$ cat src/rtl/qu_common.sv
// -----------------------------------------------------------------------------
// qu_common
//   Shared types for the Qu issue pipeline: reservation-station address and
//   cell layout, plus the schedule-window mask type and its default width.
//   No ports (package).
// -----------------------------------------------------------------------------
package qu_common;

  localparam int RS_ADDR_W = 4;  // reservation station depth = 2**RS_ADDR_W
  localparam int TAG_W     = 3;  // producer tag width, 0 means "operand ready"
  localparam int DATA_W    = 8;

  typedef logic [RS_ADDR_W-1:0] res_st_addr_t;

  // optype[0] = valid, optype[3] = load/store class.
  typedef struct packed {
    logic [3:0]        optype;
    logic [TAG_W-1:0]  dest;
    logic [TAG_W-1:0]  qj;
    logic [TAG_W-1:0]  qk;
    logic [DATA_W-1:0] vj;
    logic [DATA_W-1:0] vk;
  } res_st_cell_t;

  localparam int SCHED_WINDOW = 4;
  typedef logic [SCHED_WINDOW-1:0] sched_mask_t;

endpackage

$ cat src/rtl/sched_pick_oldest.sv
// -----------------------------------------------------------------------------
// sched_pick_oldest
//   Fixed-priority encoder: bit 0 is the oldest request and wins.
//   Ports:
//     req   in  [N-1:0]  request vector
//     gnt   out [N-1:0]  one-hot grant (all zero when no request)
//     found out          at least one request present
// -----------------------------------------------------------------------------
module sched_pick_oldest #(
  parameter int N = 4
) (
  input  logic [N-1:0] req,
  output logic [N-1:0] gnt,
  output logic         found
);

  // NOTE: every output of an always_comb gets a default first, so no path
  // leaves it unassigned and no latch is inferred.
  always_comb begin
    gnt   = '0;
    found = 1'b0;
    for (int i = 0; i < N; i++) begin
      if (req[i] && !found) begin
        gnt[i] = 1'b1;
        found  = 1'b1;
      end
    end
  end

endmodule

$ cat src/rtl/schedule_window.sv
// -----------------------------------------------------------------------------
// schedule_window
//   Scans WINDOW consecutive reservation-station entries starting at the head
//   pointer and issues, per cycle, the oldest ready integer/control op to
//   FIFO 1 and the oldest ready load/store op to FIFO 2. The head slides past
//   leading issued entries; entries issued out of order are remembered in a
//   per-slot mask until the head passes them.
//   Ports:
//     clk, rst        clock, synchronous active-high reset
//     en              stage enable (no issue, no state change when low)
//     flush/flush_ptr drop window state and move head to flush_ptr
//     res_st_rd_addr  per-slot read address (head + i)
//     res_st_rd_in    per-slot entry contents (combinational read)
//     fifo1/2_full    backpressure from the issue FIFOs
//     fifo_wr1/2_en   write strobes
//     op1/2_out       op written to each FIFO ('0 when not writing)
//     head_ptr        current head pointer
// -----------------------------------------------------------------------------
module schedule_window
  import qu_common::*;
#(
  parameter int WINDOW = SCHED_WINDOW,
  parameter int ADV_W  = $clog2(WINDOW + 1)
) (
  input  logic         clk,
  input  logic         rst,
  input  logic         en,
  input  logic         flush,
  input  res_st_addr_t flush_ptr,
  output res_st_addr_t res_st_rd_addr [WINDOW],
  input  res_st_cell_t res_st_rd_in   [WINDOW],
  input  logic         fifo1_full,
  input  logic         fifo2_full,
  output logic         fifo_wr1_en,
  output logic         fifo_wr2_en,
  output res_st_cell_t op1_out,
  output res_st_cell_t op2_out,
  output res_st_addr_t head_ptr
);

  res_st_addr_t      rd_ptr;
  logic [WINDOW-1:0] issued;

  logic [WINDOW-1:0] eligible, is_ldst, req1, req2, gnt1, gnt2;
  logic [WINDOW-1:0] issuing, done_mask, issued_nxt;
  logic              found1, found2;
  logic [ADV_W-1:0]  adv;

  // Number of consecutive set bits starting at bit 0.
  function automatic logic [ADV_W-1:0] lead_ones(input logic [WINDOW-1:0] m);
    logic [ADV_W-1:0] n;
    logic             run;
    n   = '0;
    run = 1'b1;
    for (int i = 0; i < WINDOW; i++) begin
      if (run && m[i]) n = n + ADV_W'(1);
      else             run = 1'b0;
    end
    return n;
  endfunction

  always_comb begin
    for (int i = 0; i < WINDOW; i++) begin
      res_st_rd_addr[i] = rd_ptr + res_st_addr_t'(i);
      eligible[i] = res_st_rd_in[i].optype[0] &&
                    (res_st_rd_in[i].qj == '0) &&
                    (res_st_rd_in[i].qk == '0) &&
                    !issued[i];
      is_ldst[i]  = res_st_rd_in[i].optype[3];
    end
  end

  assign req1 = eligible & ~is_ldst;
  assign req2 = eligible &  is_ldst;

  sched_pick_oldest #(.N(WINDOW)) u_pick_int (
    .req   (req1),
    .gnt   (gnt1),
    .found (found1)
  );

  sched_pick_oldest #(.N(WINDOW)) u_pick_ldst (
    .req   (req2),
    .gnt   (gnt2),
    .found (found2)
  );

  assign fifo_wr1_en = found1 && en && !fifo1_full && !flush && !rst;
  assign fifo_wr2_en = found2 && en && !fifo2_full && !flush && !rst;

  // A slot blocked by a full FIFO is not marked and is re-picked next cycle.
  assign issuing = (fifo_wr1_en ? gnt1 : '0) | (fifo_wr2_en ? gnt2 : '0);

  always_comb begin
    op1_out = '0;
    op2_out = '0;
    for (int i = 0; i < WINDOW; i++) begin
      if (fifo_wr1_en && gnt1[i]) op1_out = res_st_rd_in[i];
      if (fifo_wr2_en && gnt2[i]) op2_out = res_st_rd_in[i];
    end
  end

  // Slide the head past the leading run of issued slots; a shift by the full
  // width clears the mask entirely.
  assign done_mask  = issued | issuing;
  assign adv        = lead_ones(done_mask);
  assign issued_nxt = done_mask >> adv;

  // NOTE: sequential state uses non-blocking assignments so every register
  // samples pre-edge values regardless of block ordering.
  always_ff @(posedge clk) begin
    if (rst) begin
      rd_ptr <= '0;
      issued <= '0;
    end else if (flush) begin
      rd_ptr <= flush_ptr;
      issued <= '0;
    end else if (en) begin
      rd_ptr <= rd_ptr + res_st_addr_t'(adv);
      issued <= issued_nxt;
    end
  end

  assign head_ptr = rd_ptr;

endmodule

$ cat config.mk
export PLATFORM = sky130hd
export DESIGN_NAME = schedule_window
export DESIGN_NICKNAME = d
export VERILOG_FILES = /design/src/rtl/qu_common.sv /design/src/rtl/sched_pick_oldest.sv /design/src/rtl/schedule_window.sv
export SDC_FILE = /design/constraint.sdc
export NUM_CORES = 1
export LEC_CHECK = 0
export ABC_AREA = 1
export CELL_PAD_IN_SITES_DETAIL_PLACEMENT = 1
export CELL_PAD_IN_SITES_GLOBAL_PLACEMENT = 2
export CORE_MARGIN = 1.5
export CORE_UTILIZATION = 15
export DETAILED_ROUTE_END_ITERATION = 16
export HOLD_SLACK_MARGIN = 0.06
export MAX_ROUTING_LAYER = met4
export PLACE_DENSITY_LB_ADDON = 0.1
export SYNTH_ARGS = -nofsm -noshare
export SYNTH_HDL_FRONTEND = slang
export SYNTH_SLANG_ARGS = --single-unit
$ cat constraint.sdc
create_clock -name clk -period 3.5 [get_ports clk]
set_input_delay 0.525 -clock clk [delete_from_list [all_inputs] [get_ports clk]]
set_output_delay 0.525 -clock clk [all_outputs]
set_load 0.005 [all_outputs]
==> flow_metrics.py <==
metrics = {
    "status": {
        "status": "complete, no violations",
    },
    "cts": {
        "path_clk_slew_ps": 40,
        "root_buffer": "clkbuf_16",
        "hold_buffers": 0,
        "h-tree-depth": 1,
        "cts_tree": "yes",
        "insertion_delay_ps": 240,
        "cts_sinks": 8,
        "cts_buffers": 3,
        "clockBufferDepth": 2,
    },
    "critical_path": {
        "cp.arrival_ps": 2840,
        "cp-start-kind": "input port",
        "cp.required_ps": 2970,
        "end_kind": "output pin",
        "path_class": "input port to output pin",
        "cp_max_fo": 8,
    },
    "synthesis": {
        "postSynthCellCount": 444,
        "yosys_warnings": 0,
        "synth_ff_type": "dfxtp_1",
        "synth-simple-area-share_pct": 30.9,
        "synth_compound_area_share_pct": 31.3,
        "synth_top_family_by_area": "compound AO/OA/AOI/OAI gates",
        "ys_seq_elements": 8,
        "yosysSeqAreaShare_pct": 6.11,
        "synth_fa_ha_area_share_pct": 4.58,
        "synth_mux_area_share_pct": 0,
        "synthArstFlopShare_pct": 0,
        "syn_avg_cell_area_um2": 5.91,
        "synth_area_mm2": 0.00262,
        "synth_xor_xnor_area_share_pct": 2.00,
        "synth-edff-count": 0,
        "ys_types": 43,
    },
    "timing": {
        "finalWorstSetupSlack_ps": 134,
        "fin_skew_ps": 5.17,
        "hold_violations": 0,
        "setup-violations-final": 0,
        "fin_hold_ws_ps": 496,
        "tightest_slew_ps": 602,
        "fin_crit_sh_pct": 96.2,
        "rsz0062_at_grt": "yes",
        "min_period_ps": 3370,
        "slew_headroom_pct": 59.5,
        "final-max-slew-violation-count": 0,
        "fmax_ghz": 0.297,
    },
    "cells_and_area": {
        "finalNetCount": 795,
        "final_area_mm2": 0.00522,
        "areaGrowthSynthToFinish_pct": 98.9,
        "drive_gt1_share_pct": 15.7,
        "fill_cells": 2156,
    },
    "routing": {
        "wl_per_cell_um": 15.6,
        "drtIter0Drc": 107,
        "drtAntennaViolNets": 0,
        "via_count": 3785,
        "vias_per_cell": 4.28,
        "drtPass1Iterations": 4,
        "drt_wl_total_um": 13800,
        "drc": 0,
    },
    "placement": {
        "port_buffers": 192,
        "place_ws_ps": -86.6,
        "routabilityCongestion": 0.759,
        "place_area_mm2": 0.00490,
        "dp_hpwl_um": 11400,
    },
    "global_route": {
        "met2_usage_pct": 26.7,
        "grt_pass1_wl_um": 20500,
        "overflow": 0,
        "antenna_found_initial": 1,
        "grt_usage_pct": 14.6,
        "use_met1_pct": 17.1,
        "grt_start_max_net_pins": 20,
        "top_usage_layer": "met2",
        "grt_pass1_vias": 3948,
        "grtUsageMet3_pct": 2.02,
    },
    "hold_path": {
        "hp-class": "register to register",
    },
    "power": {
        "p_per_area_mw_per_mm2": 109,
        "p_leak_nw": 2.55,
        "ir_worst_vdd_mv": 0.147,
    },
    "die": {
        "die_w_um": 135,
        "core-area_mm2": 0.0172,
        "ios": 206,
        "die_h_um": 135,
        "dieArea_mm2": 0.0183,
        "start_util_pct": 15.3,
        "row_count": 48,
    },
    "run": {
        "cap_viol_max_count": 0,
    },
}
[layer usage]
metal  wire (µm)  up-vias
met4         210        0
met2        6930      124
li1            -     1876
met1        5770     1771
met5           0        -
met3         899       14
[final timing paths]
| path | start | endpoint | slack [ps] | cells after the start |
|---|---|---|---|---|
| worst max-delay path | res_st_rd_in[107] | op2_out[6] | 130 | 11 |
| worst min-delay path | issued[1] | issued[1] | 500 | 2 |
| worst max register to register | issued[0] | head_ptr[2] | 680 | 18 |
| worst min register to register | issued[1] | issued[1] | 500 | 2 |
[cells in the mapped netlist (2+ instances only)]
| master | count | area, µm² |
|---|---|---|
| nand2_2 | 7 | 43.8 |
| nor3_4 | 2 | 32.5 |
| ha_1 | 8 | 100 |
| buf_4 | 22 | 165 |
| o21ai_0 | 29 | 145 |
| nand4_2 | 2 | 25.0 |
| nor2_2 | 3 | 18.8 |
| o21ai_1 | 3 | 15.0 |
| o211ai_1 | 8 | 60.1 |
| o22ai_1 | 2 | 12.5 |
| inv_2 | 9 | 33.8 |
| a32o_1 | 9 | 90.1 |
| a21oi_1 | 16 | 80.1 |
| a22o_1 | 7 | 61.3 |
| nand3_2 | 9 | 90.1 |
| nand2_1 | 76 | 285 |
| dfxtp_1 | 8 | 160 |
| inv_1 | 109 | 409 |
| nand3_1 | 17 | 85.1 |
| nor2_4 | 4 | 45.0 |
| nand3_4 | 2 | 35.0 |
| a22oi_1 | 5 | 37.5 |
| clkbuf_1 | 4 | 15.0 |
| nor2_1 | 25 | 93.8 |
| and2_1 | 2 | 12.5 |
| xor2_1 | 5 | 43.8 |
| o221ai_1 | 15 | 131 |
| a221oi_1 | 12 | 105 |
| a31oi_1 | 5 | 31.3 |
| buf_2 | 6 | 30.0 |
[cell families after synthesis]
logic type | after synthesis
and+or+nand+nor | 153
buffers and inverters | 150
AOI/OAI and AO/OA | 117
adders and majority gates | 9
DFF | 8
xor gates and xnor gates | 6
other | 1
[area by class of cell]
cell class              instances  area (µm²)  area share [%]
diodes                          1        2.50          0.0480
clock buffers                   3        75.1            1.44
inverters                     118         449            8.61
multi-input cells             298        1960            37.6
flip-flops and latches          8         160            3.07
well taps                     225         282            5.40
repair buffers                231        2290            43.9
[worst max-delay path, cell delays in order]
cell and delay [ps]:
clkdlybuf4s50_1 430, inv_1 60, nand2_1 90, nor2_4 130
nand3_4 110, nor3_4 230, buf_6 160, clkinvlp_4 210
o221ai_2 200, a22o_1 160, clkdlybuf4s50_1 540
[flip-flops by register name, summed over array words and instances, names as in the netlist]
register / flops
head_ptr: 4
issued: 4
[per-stage QoR]
| stage | total power [mW] | utilization (%) | TNS [ps] | cells |
|---|---|---|---|---|
| final | 0.569 | 30.4 | 0 | 884 |
| after global routing | 0.604 | 30.4 | -340 | 884 |
| after CTS | 0.573 | 29.0 | 0 | 872 |
| after detailed placement | 0.369 | 28.5 | -522 | 869 |
| after global placement | 0.368 | 28.5 | -59.0 | 869 |
| after floorplan | 0.177 | - | 0 | 456 |
[layout by cell type (no fill, tap or decap), types with 6 or more instances in the layout]
| cell type | netlist | layout |
|---|---|---|
| inv_2 | 9 | 9 |
| o211ai_1 | 8 | 8 |
| a32o_1 | 9 | 9 |
| a21oi_1 | 16 | 16 |
| a221oi_1 | 12 | 10 |
| a22o_1 | 7 | 7 |
| conb_1 | 1 | 13 |
| nand3_2 | 9 | 10 |
| o21ai_0 | 29 | 28 |
| dlymetal6s2s_1 | 0 | 10 |
| o221ai_2 | 0 | 8 |
| nand2_1 | 76 | 76 |
| nand3_1 | 17 | 16 |
| inv_1 | 109 | 107 |
| buf_4 | 22 | 32 |
| o221ai_1 | 15 | 7 |
| nand2_2 | 7 | 7 |
| nor2_4 | 4 | 6 |
| ha_1 | 8 | 8 |
| clkdlybuf4s50_1 | 0 | 182 |
| nor2_1 | 25 | 21 |
| dfxtp_1 | 8 | 8 |
[power breakdown]
| part | leakage [nW] | switching [mW] | internal (mW) |
|---|---|---|---|
| Clock | 0.0370 | 0.0492 | 0.148 |
| Sequential | 0.0652 | 0.00762 | 0.0943 |
| Combinational | 2.45 | 0.0958 | 0.174 |
[what timing repair did]
action | CTS | global route
resized for setup | 3 | 36
gates cloned | 0 | 1
setup endpoints to repair | 10 | 39
pin swaps | 0 | 7
buffers inserted | 0 | 10
No activity file was read; power rests on OpenSTA's default activity.
